File: config.mk
export PLATFORM = sky130hd
export DESIGN_NAME = array_35_ctrl_flat
export DESIGN_NICKNAME = d
export VERILOG_FILES = /design/src/rtl/array_pkg.sv /design/src/rtl/array_35_ctrl_if.sv /design/src/rtl/array_resp_fifo.sv /design/src/rtl/array_35_ctrl.sv /design/src/flat_wrapper.sv
export SDC_FILE = /design/constraint.sdc
export NUM_CORES = 1
export LEC_CHECK = 0
export BUFFER_PORTS_ARGS = -buffer_cell sky130_fd_sc_hd__buf_2
export CAP_MARGIN = 30
export CELL_PAD_IN_SITES_DETAIL_PLACEMENT = 1
export CELL_PAD_IN_SITES_GLOBAL_PLACEMENT = 1
export CORE_MARGIN = 10
export CORE_UTILIZATION = 25
export CTS_CLUSTER_SIZE = 14
export DETAILED_ROUTE_END_ITERATION = 16
export GPL_ROUTABILITY_DRIVEN = 0
export PLACE_DENSITY_LB_ADDON = 0.1
export SLEW_MARGIN = 20
export SYNTH_ARGS = -nofsm -noshare
export SYNTH_HDL_FRONTEND = slang
export SYNTH_SLANG_ARGS = --single-unit
File: constraint.sdc
create_clock -name clock -period 8.4 [get_ports clock]
set_input_delay 0 -clock clock [delete_from_list [all_inputs] [get_ports clock]]
set_output_delay 0 -clock clock [all_outputs]
set_load 0.03 [all_outputs]
File: src/rtl/array_pkg.sv
// Shared constants and state encoding for the array_35 front-end controller.
// Purely declarative: no logic, no latency, no flow control.
package array_pkg;

    localparam int ADDR_W = 8;
    localparam int DATA_W = 48;
    localparam int MASK_W = 8;
    localparam int LANE_W = DATA_W / MASK_W;

    typedef enum logic {
        INIT = 1'b0,
        RUN  = 1'b1
    } state_t;

endpackage

File: src/rtl/array_35_ctrl_if.sv
// Client request/response channel plus the macro RW port of array_35_ctrl.
// slave = controller side, master = client/macro side.
interface array_35_ctrl_if #(
    parameter int ADDR_W = array_pkg::ADDR_W,
    parameter int DATA_W = array_pkg::DATA_W,
    parameter int MASK_W = array_pkg::MASK_W
);

    logic              req_valid;
    logic              req_ready;
    logic              req_write;
    logic [ADDR_W-1:0] req_addr;
    logic [MASK_W-1:0] req_mask;
    logic [DATA_W-1:0] req_wdata;
    logic              resp_valid;
    logic              resp_ready;
    logic [DATA_W-1:0] resp_rdata;
    logic              init_done;
    logic              mem_en;
    logic              mem_wmode;
    logic [ADDR_W-1:0] mem_addr;
    logic [MASK_W-1:0] mem_wmask;
    logic [DATA_W-1:0] mem_wdata;
    logic [DATA_W-1:0] mem_rdata;

    modport slave (
        input  req_valid, req_write, req_addr, req_mask, req_wdata, resp_ready, mem_rdata,
        output req_ready, resp_valid, resp_rdata, init_done,
               mem_en, mem_wmode, mem_addr, mem_wmask, mem_wdata
    );

    modport master (
        output req_valid, req_write, req_addr, req_mask, req_wdata, resp_ready, mem_rdata,
        input  req_ready, resp_valid, resp_rdata, init_done,
               mem_en, mem_wmode, mem_addr, mem_wmask, mem_wdata
    );

endinterface

File: src/rtl/array_resp_fifo.sv
// Small response FIFO with registered count; head is valid whenever count != 0.
// Push and pop in one cycle are both honoured; a push into a full FIFO without pop is dropped.
module array_resp_fifo #(
    parameter int DEPTH = 2,
    parameter int WIDTH = 48,
    parameter int CNT_W = $clog2(DEPTH + 1)
) (
    input  logic             clock,
    input  logic             reset_n,
    input  logic             push,
    input  logic [WIDTH-1:0] push_data,
    input  logic             pop,
    output logic [CNT_W-1:0] count,
    output logic [WIDTH-1:0] head
);

    localparam int PTR_W = (DEPTH > 1) ? $clog2(DEPTH) : 1;

    logic [WIDTH-1:0] slots [DEPTH];
    logic [PTR_W-1:0] wr_ptr;
    logic [PTR_W-1:0] rd_ptr;
    logic             do_push;
    logic             do_pop;

    function automatic logic [PTR_W-1:0] bump(input logic [PTR_W-1:0] p);
        return (p == PTR_W'(DEPTH - 1)) ? '0 : p + 1'b1;
    endfunction

    assign do_pop  = pop && (count != '0);
    assign do_push = push && ((count != CNT_W'(DEPTH)) || do_pop);
    assign head    = slots[rd_ptr];

    // Payload storage needs no reset: count gates every read of it.
    always_ff @(posedge clock) begin
        if (do_push) begin
            slots[wr_ptr] <= push_data;
        end
    end

    always_ff @(posedge clock or negedge reset_n) begin
        if (!reset_n) begin
            wr_ptr <= '0;
            rd_ptr <= '0;
            count  <= '0;
        end else begin
            if (do_push) begin
                wr_ptr <= bump(wr_ptr);
            end
            if (do_pop) begin
                rd_ptr <= bump(rd_ptr);
            end
            case ({do_push, do_pop})
                2'b10:   count <= count + 1'b1;
                2'b01:   count <= count - 1'b1;
                default: count <= count;
            endcase
        end
    end

endmodule

File: src/rtl/array_35_ctrl.sv
// Zero-fills the 256x48 array after reset, then maps valid/ready requests onto its RW port.
// Read latency 2 cycles; reads stall once queued plus in-flight responses reach RESP_DEPTH, writes never stall.
module array_35_ctrl #(
    parameter int ADDR_W     = array_pkg::ADDR_W,
    parameter int DATA_W     = array_pkg::DATA_W,
    parameter int MASK_W     = array_pkg::MASK_W,
    parameter int RESP_DEPTH = 2
) (
    input  logic             clock,
    input  logic             reset_n,
    array_35_ctrl_if.slave   bus
);

    import array_pkg::*;

    localparam int CNT_W = $clog2(RESP_DEPTH + 1);
    localparam logic [ADDR_W-1:0] LAST_ADDR = '1;

    state_t            state;
    logic [ADDR_W-1:0] init_addr;
    logic              init_done_q;
    logic              inflight;
    logic [CNT_W-1:0]  fifo_count;
    logic [DATA_W-1:0] fifo_head;
    logic [CNT_W:0]    occ_next;
    logic              pop;
    logic              read_ok;
    logic              fire;

    assign pop      = bus.resp_valid && bus.resp_ready;
    // Occupancy after this cycle's pop; a new read must still find a free slot when it lands.
    assign occ_next = {1'b0, fifo_count} + (CNT_W + 1)'(inflight) - (CNT_W + 1)'(pop);
    assign read_ok  = occ_next < (CNT_W + 1)'(RESP_DEPTH);

    assign bus.req_ready  = (state == RUN) && (bus.req_write || read_ok);
    assign fire           = bus.req_valid && bus.req_ready;
    assign bus.resp_valid = (fifo_count != '0);
    assign bus.resp_rdata = fifo_head;
    assign bus.init_done  = init_done_q;

    // Gating the init write with reset_n keeps the macro idle while reset is held.
    always_comb begin
        if (state == INIT) begin
            bus.mem_en    = reset_n;
            bus.mem_wmode = 1'b1;
            bus.mem_addr  = init_addr;
            bus.mem_wmask = {MASK_W{1'b1}};
            bus.mem_wdata = '0;
        end else begin
            bus.mem_en    = fire;
            bus.mem_wmode = bus.req_write;
            bus.mem_addr  = bus.req_addr;
            bus.mem_wmask = bus.req_mask;
            bus.mem_wdata = bus.req_wdata;
        end
    end

    always_ff @(posedge clock or negedge reset_n) begin
        if (!reset_n) begin
            state       <= INIT;
            init_addr   <= '0;
            init_done_q <= 1'b0;
            inflight    <= 1'b0;
        end else begin
            inflight <= (state == RUN) && fire && !bus.req_write;
            case (state)
                INIT: begin
                    if (init_addr == LAST_ADDR) begin
                        state       <= RUN;
                        init_done_q <= 1'b1;
                    end else begin
                        init_addr <= init_addr + 1'b1;
                    end
                end
                RUN:     state <= RUN;
                default: state <= INIT;
            endcase
        end
    end

    array_resp_fifo #(
        .DEPTH (RESP_DEPTH),
        .WIDTH (DATA_W),
        .CNT_W (CNT_W)
    ) u_resp_fifo (
        .clock     (clock),
        .reset_n   (reset_n),
        .push      (inflight),
        .push_data (bus.mem_rdata),
        .pop       (pop),
        .count     (fifo_count),
        .head      (fifo_head)
    );

endmodule

File: src/flat_wrapper.sv
// flat-port wrapper written by rule: the top's interface ports become plain ports
module array_35_ctrl_flat import array_pkg::*;
#(
    parameter int ADDR_W     = array_pkg::ADDR_W,
    parameter int DATA_W     = array_pkg::DATA_W,
    parameter int MASK_W     = array_pkg::MASK_W,
    parameter int RESP_DEPTH = 2
)
  (clock, reset_n, bus_req_valid, bus_req_write, bus_req_addr, bus_req_mask, bus_req_wdata, bus_resp_ready, bus_mem_rdata, bus_req_ready, bus_resp_valid, bus_resp_rdata, bus_init_done, bus_mem_en, bus_mem_wmode, bus_mem_addr, bus_mem_wmask, bus_mem_wdata);
  array_35_ctrl_if #(.ADDR_W(ADDR_W), .DATA_W(DATA_W), .MASK_W(MASK_W)) bus_i ();
  input  logic clock;
  input  logic reset_n;
  input wire logic [$bits(bus_i.req_valid)-1:0] bus_req_valid;
  input wire logic [$bits(bus_i.req_write)-1:0] bus_req_write;
  input wire logic [$bits(bus_i.req_addr)-1:0] bus_req_addr;
  input wire logic [$bits(bus_i.req_mask)-1:0] bus_req_mask;
  input wire logic [$bits(bus_i.req_wdata)-1:0] bus_req_wdata;
  input wire logic [$bits(bus_i.resp_ready)-1:0] bus_resp_ready;
  input wire logic [$bits(bus_i.mem_rdata)-1:0] bus_mem_rdata;
  output wire logic [$bits(bus_i.req_ready)-1:0] bus_req_ready;
  output wire logic [$bits(bus_i.resp_valid)-1:0] bus_resp_valid;
  output wire logic [$bits(bus_i.resp_rdata)-1:0] bus_resp_rdata;
  output wire logic [$bits(bus_i.init_done)-1:0] bus_init_done;
  output wire logic [$bits(bus_i.mem_en)-1:0] bus_mem_en;
  output wire logic [$bits(bus_i.mem_wmode)-1:0] bus_mem_wmode;
  output wire logic [$bits(bus_i.mem_addr)-1:0] bus_mem_addr;
  output wire logic [$bits(bus_i.mem_wmask)-1:0] bus_mem_wmask;
  output wire logic [$bits(bus_i.mem_wdata)-1:0] bus_mem_wdata;
  assign bus_i.req_valid = bus_req_valid;
  assign bus_i.req_write = bus_req_write;
  assign bus_i.req_addr = bus_req_addr;
  assign bus_i.req_mask = bus_req_mask;
  assign bus_i.req_wdata = bus_req_wdata;
  assign bus_i.resp_ready = bus_resp_ready;
  assign bus_i.mem_rdata = bus_mem_rdata;
  assign bus_req_ready = bus_i.req_ready;
  assign bus_resp_valid = bus_i.resp_valid;
  assign bus_resp_rdata = bus_i.resp_rdata;
  assign bus_init_done = bus_i.init_done;
  assign bus_mem_en = bus_i.mem_en;
  assign bus_mem_wmode = bus_i.mem_wmode;
  assign bus_mem_addr = bus_i.mem_addr;
  assign bus_mem_wmask = bus_i.mem_wmask;
  assign bus_mem_wdata = bus_i.mem_wdata;
  array_35_ctrl #(.ADDR_W(ADDR_W), .DATA_W(DATA_W), .MASK_W(MASK_W), .RESP_DEPTH(RESP_DEPTH)) u_core (.clock(clock), .reset_n(reset_n), .bus(bus_i));
endmodule
## Word level (Yosys, flattened, before mapping)

Memories as Yosys holds them, arrays and structs flattened.
Index checks and enable logic that the tools add are counted.

| storage, ports and cells | value |
|---|---|
| register bits after elaboration | 15 |
| bits in writable memories | 96 |
| output and inout bits | 117 |
| logic and storage cells | 48 |
| memories kept | 1 |

| operators by class | value |
|---|---|
| add/sub/neg operators | 7 |
| magnitude comparators | 1 |
| equality and inequality tests | 4 |
| mux-type cells | 12 |
| bitwise logic cells | 2 |
| reduce and logical (&&, ||, !) cells | 14 |

Memories:

| name | words | width | rd ports | clocked after Yosys merged registers in | write ports | RTL line | source |
|---|---|---|---|---|---|---|---|
| u_core.u_resp_fifo.slots | 2 | 48 | 1 | 0 | 1 | array_resp_fifo.sv:19 | `logic [WIDTH-1:0] slots [DEPTH];` |

Operators with widths:

| kind | count |
|---|---|
| 2-to-1 mux 48 bit | 1 |
| 2-to-1 mux 8 bit | 2 |
| adder 8 x 1 -> 8 bit, second input constant | 1 |
| equality test 8 bit, second input constant | 1 |
| logical AND 1 bit | 7 |
| 2-to-1 mux 1 bit | 7 |
| case mux 2 bit (2 select lines) | 1 |
| AND reduction 2 bit | 2 |
| nonzero test 2 bit | 2 |
| adder 2 x 1 -> 3 bit | 1 |
| less-than comparator 3 x 2 -> 1 bit, second input constant | 1 |
| subtractor 3 x 1 -> 3 bit | 1 |
| adder 1 bit, second input constant | 2 |
| adder 2 x 1 -> 2 bit, second input constant | 1 |
| equality test 2 x 1 -> 1 bit, second input constant | 1 |
| equality test 2 bit, second input constant | 1 |
| logical OR 1 bit | 2 |
| != test 2 bit, second input constant | 1 |
| inverter 1 bit | 2 |
| case mux 1 bit (2 select lines) | 1 |
| subtractor 2 x 1 -> 2 bit, second input constant | 1 |
| logical NOT 1 bit | 1 |

## Longest topological paths before layout

Gate-level depths: netlist (run 1).

| logic depth | value |
|---|---|
| depth after elaboration | 9 |
| gate-level depth with buffers | 8 |

## Hierarchy

A second synthesis (run 1) with hierarchy kept.

| unflattened totals | value |
|---|---|
| cell total of the unflattened synthesis | 297 |
| area, all modules | 4710.8 um^2 |

Modules (own cells, without submodules):

| module | instances | cells an instance | area an instance (um^2) |
|---|---|---|---|
| array_resp_fifo | 1 | 171 | 3672.3 |
| array_35_ctrl | 1 | 126 | 1038.5 |

## Worst setup path before layout (run 1)

Ideal clock, no wire load.

| path | value |
|---|---|
| kind | flip-flop to flip-flop |
| start | register u_core.u_resp_fifo.count[0] |
| end | memory u_core.u_resp_fifo.slots[0][0], enable pin |
| library setup time | 454 ps |
| arrival | 2645 ps |
| required time | 7946 ps |
| path slack | 5301 ps |
| stages on the path, launching flop included | 5 |
| cells stage by stage | dfrtp_1 nor2_1 nand2_1 nand2_1 nor2_1 |

| on the way | value |
|---|---|
| longest elaborated chain between the ends | 7 |

RTL lines:

| what | RTL line | source |
|---|---|---|
| start: declaration | array_resp_fifo.sv:13 | `output logic [CNT_W-1:0] count,` |
| start signal: assignment | array_resp_fifo.sv:53 | `2'b10: count <= count + 1'b1;` |
| start signal: assignment | array_resp_fifo.sv:54 | `2'b01: count <= count - 1'b1;` |
| start signal: assignment | array_resp_fifo.sv:55 | `default: count <= count;` |
| nonzero test 2 bit | array_resp_fifo.sv:29, array_35_ctrl.sv:37 |  |
| logical AND 1 bit | array_35_ctrl.sv:30 | `assign pop = bus.resp_valid && bus.resp_ready;` |
| logical AND 1 bit | array_resp_fifo.sv:29 | `assign do_pop = pop && (count != '0);` |
| logical OR 1 bit * | array_resp_fifo.sv:30 | `assign do_push = push && ((count != CNT_W'(DEPTH)) \|\| do_pop);` |
| logical AND 1 bit * | array_resp_fifo.sv:30 |  |
| 2-to-1 mux 1 bit * | array_resp_fifo.sv:35 | `if (do_push) begin` |
| 2-to-1 mux 1 bit (implied by the code) * | array_resp_fifo.sv:36 | `slots[wr_ptr] <= push_data;` |
| end: declaration | array_resp_fifo.sv:19 |  |

Mark *: on every way between the ends. The rest lies on a longest branch, timed or not.

## Worst setup path after layout (run 1)

| path | value |
|---|---|
| start | register u_core.u_resp_fifo.count[1] |
| end | register u_core.inflight |

| on the way | value |
|---|---|
| longest elaborated chain between the ends | 9 |

RTL lines:

| what | RTL line | source |
|---|---|---|
| parallel branches: the longest is 2 deep, another holds adder 2 x 1 -> 3 bit | - |  |
| subtractor 3 x 1 -> 3 bit * | array_35_ctrl.sv:32 | `assign occ_next = {1'b0, fifo_count} + (CNT_W + 1)'(inflight) - (CNT_W + 1)'(pop);` |
| less-than comparator 3 x 2 -> 1 bit * | array_35_ctrl.sv:33 | `assign read_ok = occ_next < (CNT_W + 1)'(RESP_DEPTH);` |
| logical OR 1 bit * | array_35_ctrl.sv:35 | `assign bus.req_ready = (state == RUN) && (bus.req_write \|\| read_ok);` |
| logical AND 1 bit * | array_35_ctrl.sv:35 |  |
| logical AND 1 bit * | array_35_ctrl.sv:36 | `assign fire = bus.req_valid && bus.req_ready;` |
| logical AND 1 bit * (2 in a row) | array_35_ctrl.sv:65 | `inflight <= (state == RUN) && fire && !bus.req_write;` |
| end signal: assignment | array_35_ctrl.sv:65 |  |
| end: declaration | array_35_ctrl.sv:22 | `logic inflight;` |

Every way passes the cells marked *.
A chain may end at the register's enable or synchronous reset.

==> run summary, run 1 <==
Cell area after synthesis: 4720 um2
DP Area: 6150 um2
Kind of critical path: register to register
Syn Area/Cell: 16.1 um2
Post-Route Setup TNS: 0 ns
Number of DRC markers in iteration 0: 78
Number of diodes: 0
CTS Buffer Depth: 2
Element type at the critical path end: register
Yosys reg bits: 111
Post-CTS resize count: 0
Die width: 157 um
Design Power: 1.10 mW
Synth Instances: 294
Critical path peak fanout: 5
Number of global-route vias before repair: 3947
Max_cap viols: 0
CTS tree: yes
Num rows: 50
Actual slew at the worst max-slew pin: 0.688 ns
GRT Resource Usage Total: 11.7%
Post-layout worst setup margin: 5.45 ns
Clk slew on worst S/H paths: 0.07 ns
Dpl ws: 5.89 ns
Status: finished clean
Most frequent cells in the layout: buf_2, edfxtp_1, mux2_2, dlygate4sd3_1, and2_1
# fillers: 2047
Worst Hold End: u_core.u_resp_fifo.rd_ptr
Clk sinks: 111
Clk_skew: 0.00773 ns
Hold_sp: bus_resp_ready
CP arrival: 3.18 ns
Nets: 702
Dpl hpwl: 11000 um
Final setup violation count: 0
CP startpoint: u_core.u_resp_fifo.count[1]
Peak VDD IR: 0.100 mV
Type of origin of the critical path: register
Final Cell Area: 6980 um2
Die Span Y: 157 um
Fin crit period: 2.95 ns
Routed len/inst: 17.7 um
# IOs: 234
Worst-skew pair later-pin latency: 0.35 ns
Cells on worst reg2reg path: 9
Util after Layout: 37.5%
Total core area: 18600 um2
Syn. warnings: 0
Initial antenna violation count: 0
Synth cell types: 34
Peak Freq: 338 MHz
Largest net degree at the start of global routing: 72
HP Class: input pin to register
WP data required: 8.63 ns
Relative slew slack: 54.1%
Seq/Total Area, Yosys: 69.0%
Final hold vios: 0
RSZ-0062 raised after global routing: false
R2R Path Start: u_core.u_resp_fifo.count[1]
Hold Crit Depth: 3
Final period util: 35.2%
Post-Synthesis Net Count: 415
Num CTS Buffers: 9
Antenna Nets Post-Route: 0
Die footprint: 24800 um2
Initial Utilization: 25.3%
Root Buffer: clkbuf_16
IO Port Bufs: 233
Max-slew violations: 0
Commonest non-fill, non-tap cell in the layout: buf_2
First-pass GRT wire length: 22200 um
Hold-fix buffers, CTS: 51
Remaining Overflow, GRT: 0
Via density: 4.17
Pleak: 2.98 nW
WL final: 14500 um
Residual DRC: 0
DR pass1 iterations: 6
Reg-to-reg setup timing slack: 5.45 ns
Post-CTS Repair Setup Buffers: 0
Area growth, synth to finish: 47.9%
PD cells: 158 nW/um2
Number of H-tree levels: 3
Routed via count: 3416
Reg2Reg Capture Point: u_core.inflight
Layout cell share with drive strength beyond 1: 53.9%
cell usage after synthesis (all sizes together):
master    n  share of area [%]
a21boi    1               0.16
nor3      2               0.21
a21oi     4               0.66
and2b     2               0.34
o21a      1               0.16
xor2      4               0.74
buf      11                1.4
o2bb2ai   1               0.19
or2b      4               0.64
nor2      8               0.64
nor3b     1               0.26
mux2     57                 14
inv       3               0.24
clkbuf    1              0.079
and4      2               0.42
a41o      1               0.24
xnor2     5               0.93
dfrtp    15                8.0
nand2b    6               0.80
fa        1               0.42
nand3     3               0.32
nand4     1               0.13
nand2     8               0.64
and2     49                6.5
or2       1               0.13
edfxtp   96                 61
and3      3               0.40
ha        3               0.80
power by group:
group          internal, mW  switching (mW)  total (mW)
logic                0.0346          0.0167      0.0513
registers             0.598               0       0.598
clock network         0.263           0.193       0.455
worst max-delay path by stage:
stage / to / depth (start not counted)
after floorplan: u_core.u_resp_fifo.slots[0][0] / 4
after global placement: bus_mem_en / 9
after detailed placement: bus_mem_en / 9
after CTS: u_core.inflight / 9
after global routing: u_core.inflight / 9
final: u_core.inflight / 9
through the flow:
step | hold slack [ns] | instances
2_1_floorplan | -0.296 | 294
3_3_place_gp | -0.0516 | 753
3_5_place_dp | -0.0505 | 753
4_1_cts | 0.0490 | 820
5_1_grt | 0.0879 | 820
6_report | 0.0665 | 820
per-layer routing:
metal  routed length (um)  GRT usage, %  vias to the layer above  part of all wire, %
li1                     -             -                     1640                    -
met1                 5680          12.7                     1641                   39
met2                 7390          20.1                      122                   51
met3                 1210          4.72                       13                  8.3
met4                  224          4.10                        0                  1.5
met5                    0             0                        -                    0
sequential cells by signal (all words and copies together) (netlist names):
name / flops
u_core.u_resp_fifo.slots: 96
u_core.init_addr: 8
u_core.u_resp_fifo.count: 2
u_core.bus.init_done: 1
u_core.inflight: 1
u_core.state: 1
u_core.u_resp_fifo.rd_ptr: 1
u_core.u_resp_fifo.wr_ptr: 1
critical path: stages (launching register included):
cell	delay [ns]
dfrtp_1	0.45
or2_2	0.34
and2_1	0.21
ha_1	0.30
nand2b_1	0.15
fa_1	0.38
xnor2_1	0.14
a21oi_1	0.25
nor3_1	0.08
dlygate4sd3_1	0.55
cell type report:
class | instances | area, um2 | area share, %
clock buffers | 9 | 225 | 3.23
flip-flops and latches | 111 | 3260 | 46.7
clock inverters | 7 | 95.1 | 1.36
multi-input cells | 168 | 1390 | 19.9
repair buffers | 288 | 1710 | 24.4
well taps | 234 | 293 | 4.19
inverters | 3 | 11.3 | 0.161
kinds of logic (layout without fill, tap and decap cells):
kind of cell,count (synthesis),count (layout),synth area share (%)
AO/OA/AOI/OAI,8,8,1.40
buffers and inverters,15,307,1.67
AND/OR/NAND/NOR,90,90,11.4
XOR/XNOR,9,9,1.67
adder cells (fa/ha/maj),4,4,1.22
flip-flops,111,111,69.0
multiplexers,57,57,13.6
(Power assumes the default switching activity.)
==> run 2: changes to the inputs <==
- clock period: 8.4 -> 3 ns (I/O delays scaled with it)
==> run 2 against run 1 <==
  * Non-clock buffer count rose by 1
  * Die area is the same
  * Clock power increased to 2.8 times the previous value
  * Global-route usage fell by 0.075 points
  * Register-to-register slack worse by 5.3 ns
  * Flip-flop and latch count unchanged
  * Power grew to 2.8 times the previous value
  * Clock skew is 0.00071 ns lower
  * Routed wire length up 0.34%
  * Final cell count increased by 0.24%
  * Critical path type unchanged
==> run summary, run 2 (synthesis results as in run 1) <==
Largest net degree at the start of global routing: 71 (was 72)
# fillers: 2030 (was 2047)
Die width: 157 um (unchanged)
Peak VDD IR: 0.211 mV (was 0.100 mV)
Number of global-route vias before repair: 4019 (was 3947)
Actual slew at the worst max-slew pin: 0.711 ns (was 0.688 ns)
Number of H-tree levels: 3 (unchanged)
Crit-path max cell delay: 0.55 ns (about the same)
Hold_ws: 0.0492 ns (was 0.0665 ns)
Most frequent cells in the layout: buf_2, edfxtp_1, mux2_2, dlygate4sd3_1, and2_1 (unchanged)
WL final: 14600 um (was 14500 um)
PD cells: 441 nW/um2 (was 158 nW/um2)
HP Class: input pin to register (unchanged)
CTS tree: yes (unchanged)
Kind of critical path: register to register (unchanged)
Antenna Nets Post-Route: 0 (unchanged)
Residual DRC: 0 (unchanged)
Max FFs per register: 96 (unchanged)
Commonest non-fill, non-tap cell in the layout: buf_2 (unchanged)
Top Family by Delay on Critical Path: simple AND/OR/NAND/NOR gates (unchanged)
Routed via count: 3430 (was 3416)
Status: finished clean (unchanged)
Design Power: 3.09 mW (was 1.10 mW)
Routed len/inst: 17.7 um (about the same)
Clk slew on worst S/H paths: 0.07 ns (about the same)
CP arrival: 3.10 ns (was 3.18 ns)
Final hold vios: 0 (unchanged)
Critical path peak fanout: 5 (unchanged)
Root Buffer: clkbuf_16 (unchanged)
Top Registers: u_core.u_resp_fifo.slots: 96 flops, u_core.init_addr: 8 flops, u_core.u_resp_fifo.count: 2 flops (unchanged)
Final period util: 95.9% (was 35.2%)
Element type at the critical path end: register (unchanged)
DR pass1 iterations: 4 (was 6)
Peak Freq: 348 MHz (was 338 MHz)
Final setup violation count: 0 (unchanged)
WP data required: 3.23 ns (was 8.63 ns)
CTS Buffer Depth: 2 (unchanged)
Post-Route Setup TNS: 0 ns (unchanged)
Relative slew slack: 52.6% (was 54.1%)
Type of origin of the critical path: register (unchanged)
Fin crit period: 2.88 ns (was 2.95 ns)
IO Port Bufs: 233 (unchanged)
Area growth, synth to finish: 48.6% (was 47.9%)
Number of DRC markers in iteration 0: 116 (was 78)
First-pass GRT wire length: 22300 um (was 22200 um)
Crit path buf inv count: 1 (unchanged)
CP max stage cell: dlygate4sd3_1 (unchanged)
Remaining Overflow, GRT: 0 (unchanged)
Most flops, register: u_core.u_resp_fifo.slots (unchanged)
Initial antenna violation count: 1 (was 0)
Layout cell share with drive strength beyond 1: 54.7% (was 53.9%)
Footprint of the multi-input gates: 1410 um2 (was 1390 um2)
Max_cap viols: 0 (unchanged)
Register area: 3260 um2 (about the same)
Nets: 703 (was 702)
Num CTS Buffers: 9 (unchanged)
Die footprint: 24800 um2 (unchanged)
Dpl hpwl: 10900 um (was 11000 um)
Die Span Y: 157 um (unchanged)
# IOs: 234 (unchanged)
Total core area: 18600 um2 (unchanged)
RSZ-0062 raised after global routing: false (unchanged)
Clk sinks: 111 (unchanged)
Pleak: 2.98 nW (about the same)
Num rows: 50 (unchanged)
GRT Resource Usage Total: 11.6% (was 11.7%)
Clk_skew: 0.00703 ns (was 0.00773 ns)
Via density: 4.17 (about the same)
Initial Utilization: 25.3% (unchanged)
Critical Path, Cell by Cell: or2_2, and2_1, ha_1, nand2b_1, fa_1, xnor2_2, a21oi_2, nor3_1, dlygate4sd3_1 (was or2_2, and2_1, ha_1, nand2b_1, fa_1, xnor2_1, a21oi_1, nor3_1, dlygate4sd3_1)
Max-slew violations: 0 (unchanged)
Worst-skew pair later-pin latency: 0.34 ns (was 0.35 ns)
run 2: cell types whose count changed in the layout (fill, tap and decap cells not counted), sizes merged:
cell | before | now
clkbuf | 9 | 10
clkinvlp | 1 | 0
diode | 0 | 1
clkinv | 2 | 3
run 2: worst paths after layout:
check | from | endpoint | slack, ns | cells after the start
min | bus_resp_ready | u_core.u_resp_fifo.rd_ptr | 0.05 | 3
max | u_core.u_resp_fifo.count[0] | u_core.inflight | 0.12 | 9
max in group asynchronous | reset_n | u_core.u_resp_fifo.count[1] | 2.54 | 2
min reg2reg | u_core.bus.init_done | u_core.bus.init_done | 0.47 | 1
min in group asynchronous | reset_n | u_core.init_addr[1] | 0.13 | 2
max reg2reg | u_core.u_resp_fifo.count[0] | u_core.inflight | 0.12 | 9
run 2: timing repair:
action | CTS | global route
resized for setup | 0 | 5
hold endpoints to repair | 112 | 0
hold buffers | 51 | 0
endpoints found under the setup margin | 0 | 2
buffers inserted | 0 | 1
run 2: worst register-to-register path, delay by kind of cell, from the launching register on:
family | cells | cell delay, ns
AO/OA/AOI/OAI | 1 | 0.19
XOR/XNOR | 1 | 0.15
adder cells (fa/ha/maj) | 2 | 0.70
buffers and inverters | 1 | 0.55
flip-flops | 1 | 0.44
AND/OR/NAND/NOR | 4 | 0.73
run 2: cell type report:
type                    count  share of cell area, %
diodes                      1                 0.0357
inverters                   3                  0.161
repair buffers            289                   24.5
multi-input cells         168                   20.1
clock inverters             7                   1.34
clock buffers               9                   3.21
flip-flops and latches    111                   46.5
well taps                 234                   4.17
run 2: stage by stage:
stage                     utilization [%]  instances  instance area (um2)  setup slack [ns]
final                                37.6        822                 7010             0.123
after floorplan                         -        294                 4720             0.412
after global placement               33.0        753                 6150             0.478
after global routing                 37.6        822                 7010            0.0121
after CTS                            37.4        820                 6980            0.0591
after detailed placement             33.0        753                 6150             0.464
run 2: metal layers:
layer | vias to the layer above | wire (um) | GRT usage [%]
li1 | 1646 | - | -
met1 | 1645 | 5510 | 12.0
met2 | 129 | 7500 | 20.4
met3 | 10 | 1390 | 5.40
met4 | 0 | 163 | 3.43
met5 | - | 0 | 0
run 2: power by group:
part / switching [mW] / leakage, nW / internal (mW)
combinational: 0.0465 / 1.78 / 0.0975
clock: 0.538 / 0.155 / 0.734
sequential: 0 / 1.05 / 1.67
==> run 3: changes to the inputs <==
- CAP_MARGIN: 30 -> 20
- clock period: 3 -> 2.6 ns (I/O delays scaled with it)
==> run 3 against run 2 <==
  * Power up 12%
  * Sequential share of layout area is 0.55 points lower
  * Critical path depth did not move
  * Global-route usage increased by 0.18 points
  * Clock skew decreased by 0.00052 ns
  * Core utilization up 0.44 points
  * Register-to-register slack better by 0.42 ns
  * Die area unchanged
  * Largest cell class unchanged
  * Final cell count is 0.61% higher
  * Count of clock-buffer cells in the layout increased by 1
  * Sequential power grew 16%
  * Largest power group unchanged
==> run summary, run 3 (synthesis results as in run 1) <==
Worst-skew pair later-pin latency: 0.34 ns (about the same)
Final hold vios: 0 (unchanged)
Top Family by Delay on Critical Path: adder cells (was simple AND/OR/NAND/NOR gates)
RSZ-0062 raised after global routing: false (unchanged)
Largest net degree at the start of global routing: 49 (was 71)
Status: finished clean (unchanged)
Register area: 3260 um2 (about the same)
Commonest non-fill, non-tap cell in the layout: buf_2 (unchanged)
Footprint of the multi-input gates: 1440 um2 (was 1410 um2)
Clk sinks: 111 (unchanged)
Peak VDD IR: 0.242 mV (was 0.211 mV)
Actual slew at the worst max-slew pin: 0.441 ns (was 0.711 ns)
Fin crit period: 2.46 ns
Max-slew violations: 0 (unchanged)
Routed via count: 3465 (was 3430)
Final period util: 94.8%
Critical path peak fanout: 3 (was 5)
Kind of critical path: register to output port (was register to register)
Antenna Nets Post-Route: 0 (unchanged)
Residual DRC: 0 (unchanged)
Num rows: 50 (unchanged)
First-pass GRT wire length: 22300 um (about the same)
Max_cap viols: 0 (unchanged)
Type of origin of the critical path: register (unchanged)
IO Port Bufs: 233 (unchanged)
Root Buffer: clkbuf_16 (unchanged)
Area growth, synth to finish: 50.3% (was 48.6%)
Relative slew slack: 70.6% (was 52.6%)
CTS tree: yes (unchanged)
WL final: 14600 um (about the same)
Pleak: 3.02 nW (was 2.98 nW)
Most flops, register: u_core.u_resp_fifo.slots (unchanged)
Crit path buf inv count: 1 (unchanged)
Crit-path max cell delay: 0.39 ns (was 0.55 ns)
Post-Route Setup TNS: 0 ns (unchanged)
WP data required: 2.60 ns (was 3.23 ns)
Die Span Y: 157 um (unchanged)
PD cells: 486 nW/um2 (was 441 nW/um2)
Number of diodes: 0 (was 1)
Initial antenna violation count: 0 (was 1)
Nets: 709 (was 703)
CP max stage cell: dfrtp_1 (was dlygate4sd3_1)
Remaining Overflow, GRT: 0 (unchanged)
Clk_skew: 0.00651 ns (was 0.00703 ns)
Layout cell share with drive strength beyond 1: 55.3% (was 54.7%)
Top Registers: u_core.u_resp_fifo.slots: 96 flops, u_core.init_addr: 8 flops, u_core.u_resp_fifo.count: 2 flops (unchanged)
Die footprint: 24800 um2 (unchanged)
Number of global-route vias before repair: 3975 (was 4019)
CTS Buffer Depth: 2 (unchanged)
Dpl hpwl: 10800 um (was 10900 um)
DR pass1 iterations: 4 (unchanged)
Max FFs per register: 96 (unchanged)
Clk slew on worst S/H paths: 0.07 ns (about the same)
Routed len/inst: 17.7 um (about the same)
Design Power: 3.45 mW (was 3.09 mW)
Die width: 157 um (unchanged)
# IOs: 234 (unchanged)
HP Class: input pin to asynchronous set/reset pin (was input pin to register)
Peak Freq: 406 MHz
Most frequent cells in the layout: buf_2, edfxtp_1, mux2_2, dlygate4sd3_1, and2_1 (unchanged)
Final setup violation count: 0 (unchanged)
Critical Path, Cell by Cell: or2_4, and2_4, ha_4, nand2b_4, fa_2, xnor2_2, a21oi_2, o2bb2ai_2, buf_6 (was or2_2, and2_1, ha_1, nand2b_1, fa_1, xnor2_2, a21oi_2, nor3_1, dlygate4sd3_1)
CP arrival: 2.46 ns (was 3.10 ns)
Total core area: 18600 um2 (unchanged)
Num CTS Buffers: 9 (unchanged)
Element type at the critical path end: output port (was register)
GRT Resource Usage Total: 11.8% (was 11.6%)
# fillers: 2017 (was 2030)
Number of H-tree levels: 3 (unchanged)
Number of DRC markers in iteration 0: 83 (was 116)
Via density: 4.19 (was 4.17)
Initial Utilization: 25.3% (unchanged)
-- run 3: changes by cell type in the layout (fill, tap and decap cells not counted), sizes merged --
cell | previous run | this run
buf | 237 | 243
bufinv | 2 | 1
clkinvlp | 0 | 1
diode | 1 | 0
dlygate4sd3 | 51 | 52
inv | 5 | 4
-- run 3: per-stage QoR --
| step | cells | util, % | worst slack, ns | hold WS [ns] | instance area (um2) |
|---|---|---|---|---|---|
| 6_report | 827 | 38.1 | 0.136 | 0.138 | 7090 |
| 5_1_grt | 827 | 38.1 | 0.0324 | 0.179 | 7090 |
| 4_1_cts | 825 | 37.9 | 0.0180 | 0.121 | 7070 |
| 3_5_place_dp | 755 | 33.3 | 0.148 | -0.0388 | 6200 |
| 3_3_place_gp | 755 | 33.3 | 0.150 | -0.0311 | 6200 |
| 2_1_floorplan | 294 | - | 0.0118 | -0.296 | 4720 |
-- run 3: repair_timing --
item,4_1_cts,5_1_grt
hold buffers,52,0
pin swaps,4,5
gates resized for setup,9,1
setup endpoints to repair,2,2
buffers inserted,2,2
hold endpoints to repair,113,0
-- run 3: worst reg2reg max path, cell delays in order, from the launching register on --
cell and delay [ns]:
dfrtp_1 0.39, or2_4 0.25, and2_4 0.18, ha_4 0.22, nand2b_4 0.13, fa_2 0.35
xnor2_2 0.15, a21oi_2 0.20, nor3_1 0.07
-- run 3: layer usage --
layer | track usage (%) | wire length, um | part of all wire (%) | up-vias
li1 | - | - | - | 1652
met1 | 12.2 | 5420 | 37 | 1673
met2 | 20.9 | 7750 | 53 | 132
met3 | 4.75 | 1320 | 9.0 | 8
met4 | 4.41 | 142 | 0.97 | 0
met5 | 0 | 0 | 0 | -
-- run 3: final timing paths --
kind | startpoint | to | slack (ns) | cells after the start
max | u_core.u_resp_fifo.count[0] | bus_mem_en | 0.14 | 9
min | reset_n | u_core.init_addr[3] | 0.14 | 2
max reg2reg | u_core.u_resp_fifo.count[0] | u_core.inflight | 0.54 | 8
min reg2reg | u_core.bus.init_done | u_core.bus.init_done | 0.47 | 1
max in group asynchronous | reset_n | u_core.u_resp_fifo.rd_ptr | 2.12 | 2
min in group clock | bus_req_mask[2] | bus_mem_wmask[2] | 0.34 | 3
-- run 3: layout make-up --
class | instances | share of cell area, %
clock buffers | 10 | 3.23
clock inverters | 6 | 0.829
repair buffers | 295 | 25.4
flip-flops and latches | 111 | 45.9
multi-input cells | 168 | 20.3
inverters | 3 | 0.159
well taps | 234 | 4.13
-- run 3: report_power, final --
group / switching [mW] / internal [mW] / total (mW)
registers: 0 / 1.93 / 1.93
logic: 0.0527 / 0.115 / 0.168
clock network: 0.607 / 0.743 / 1.35
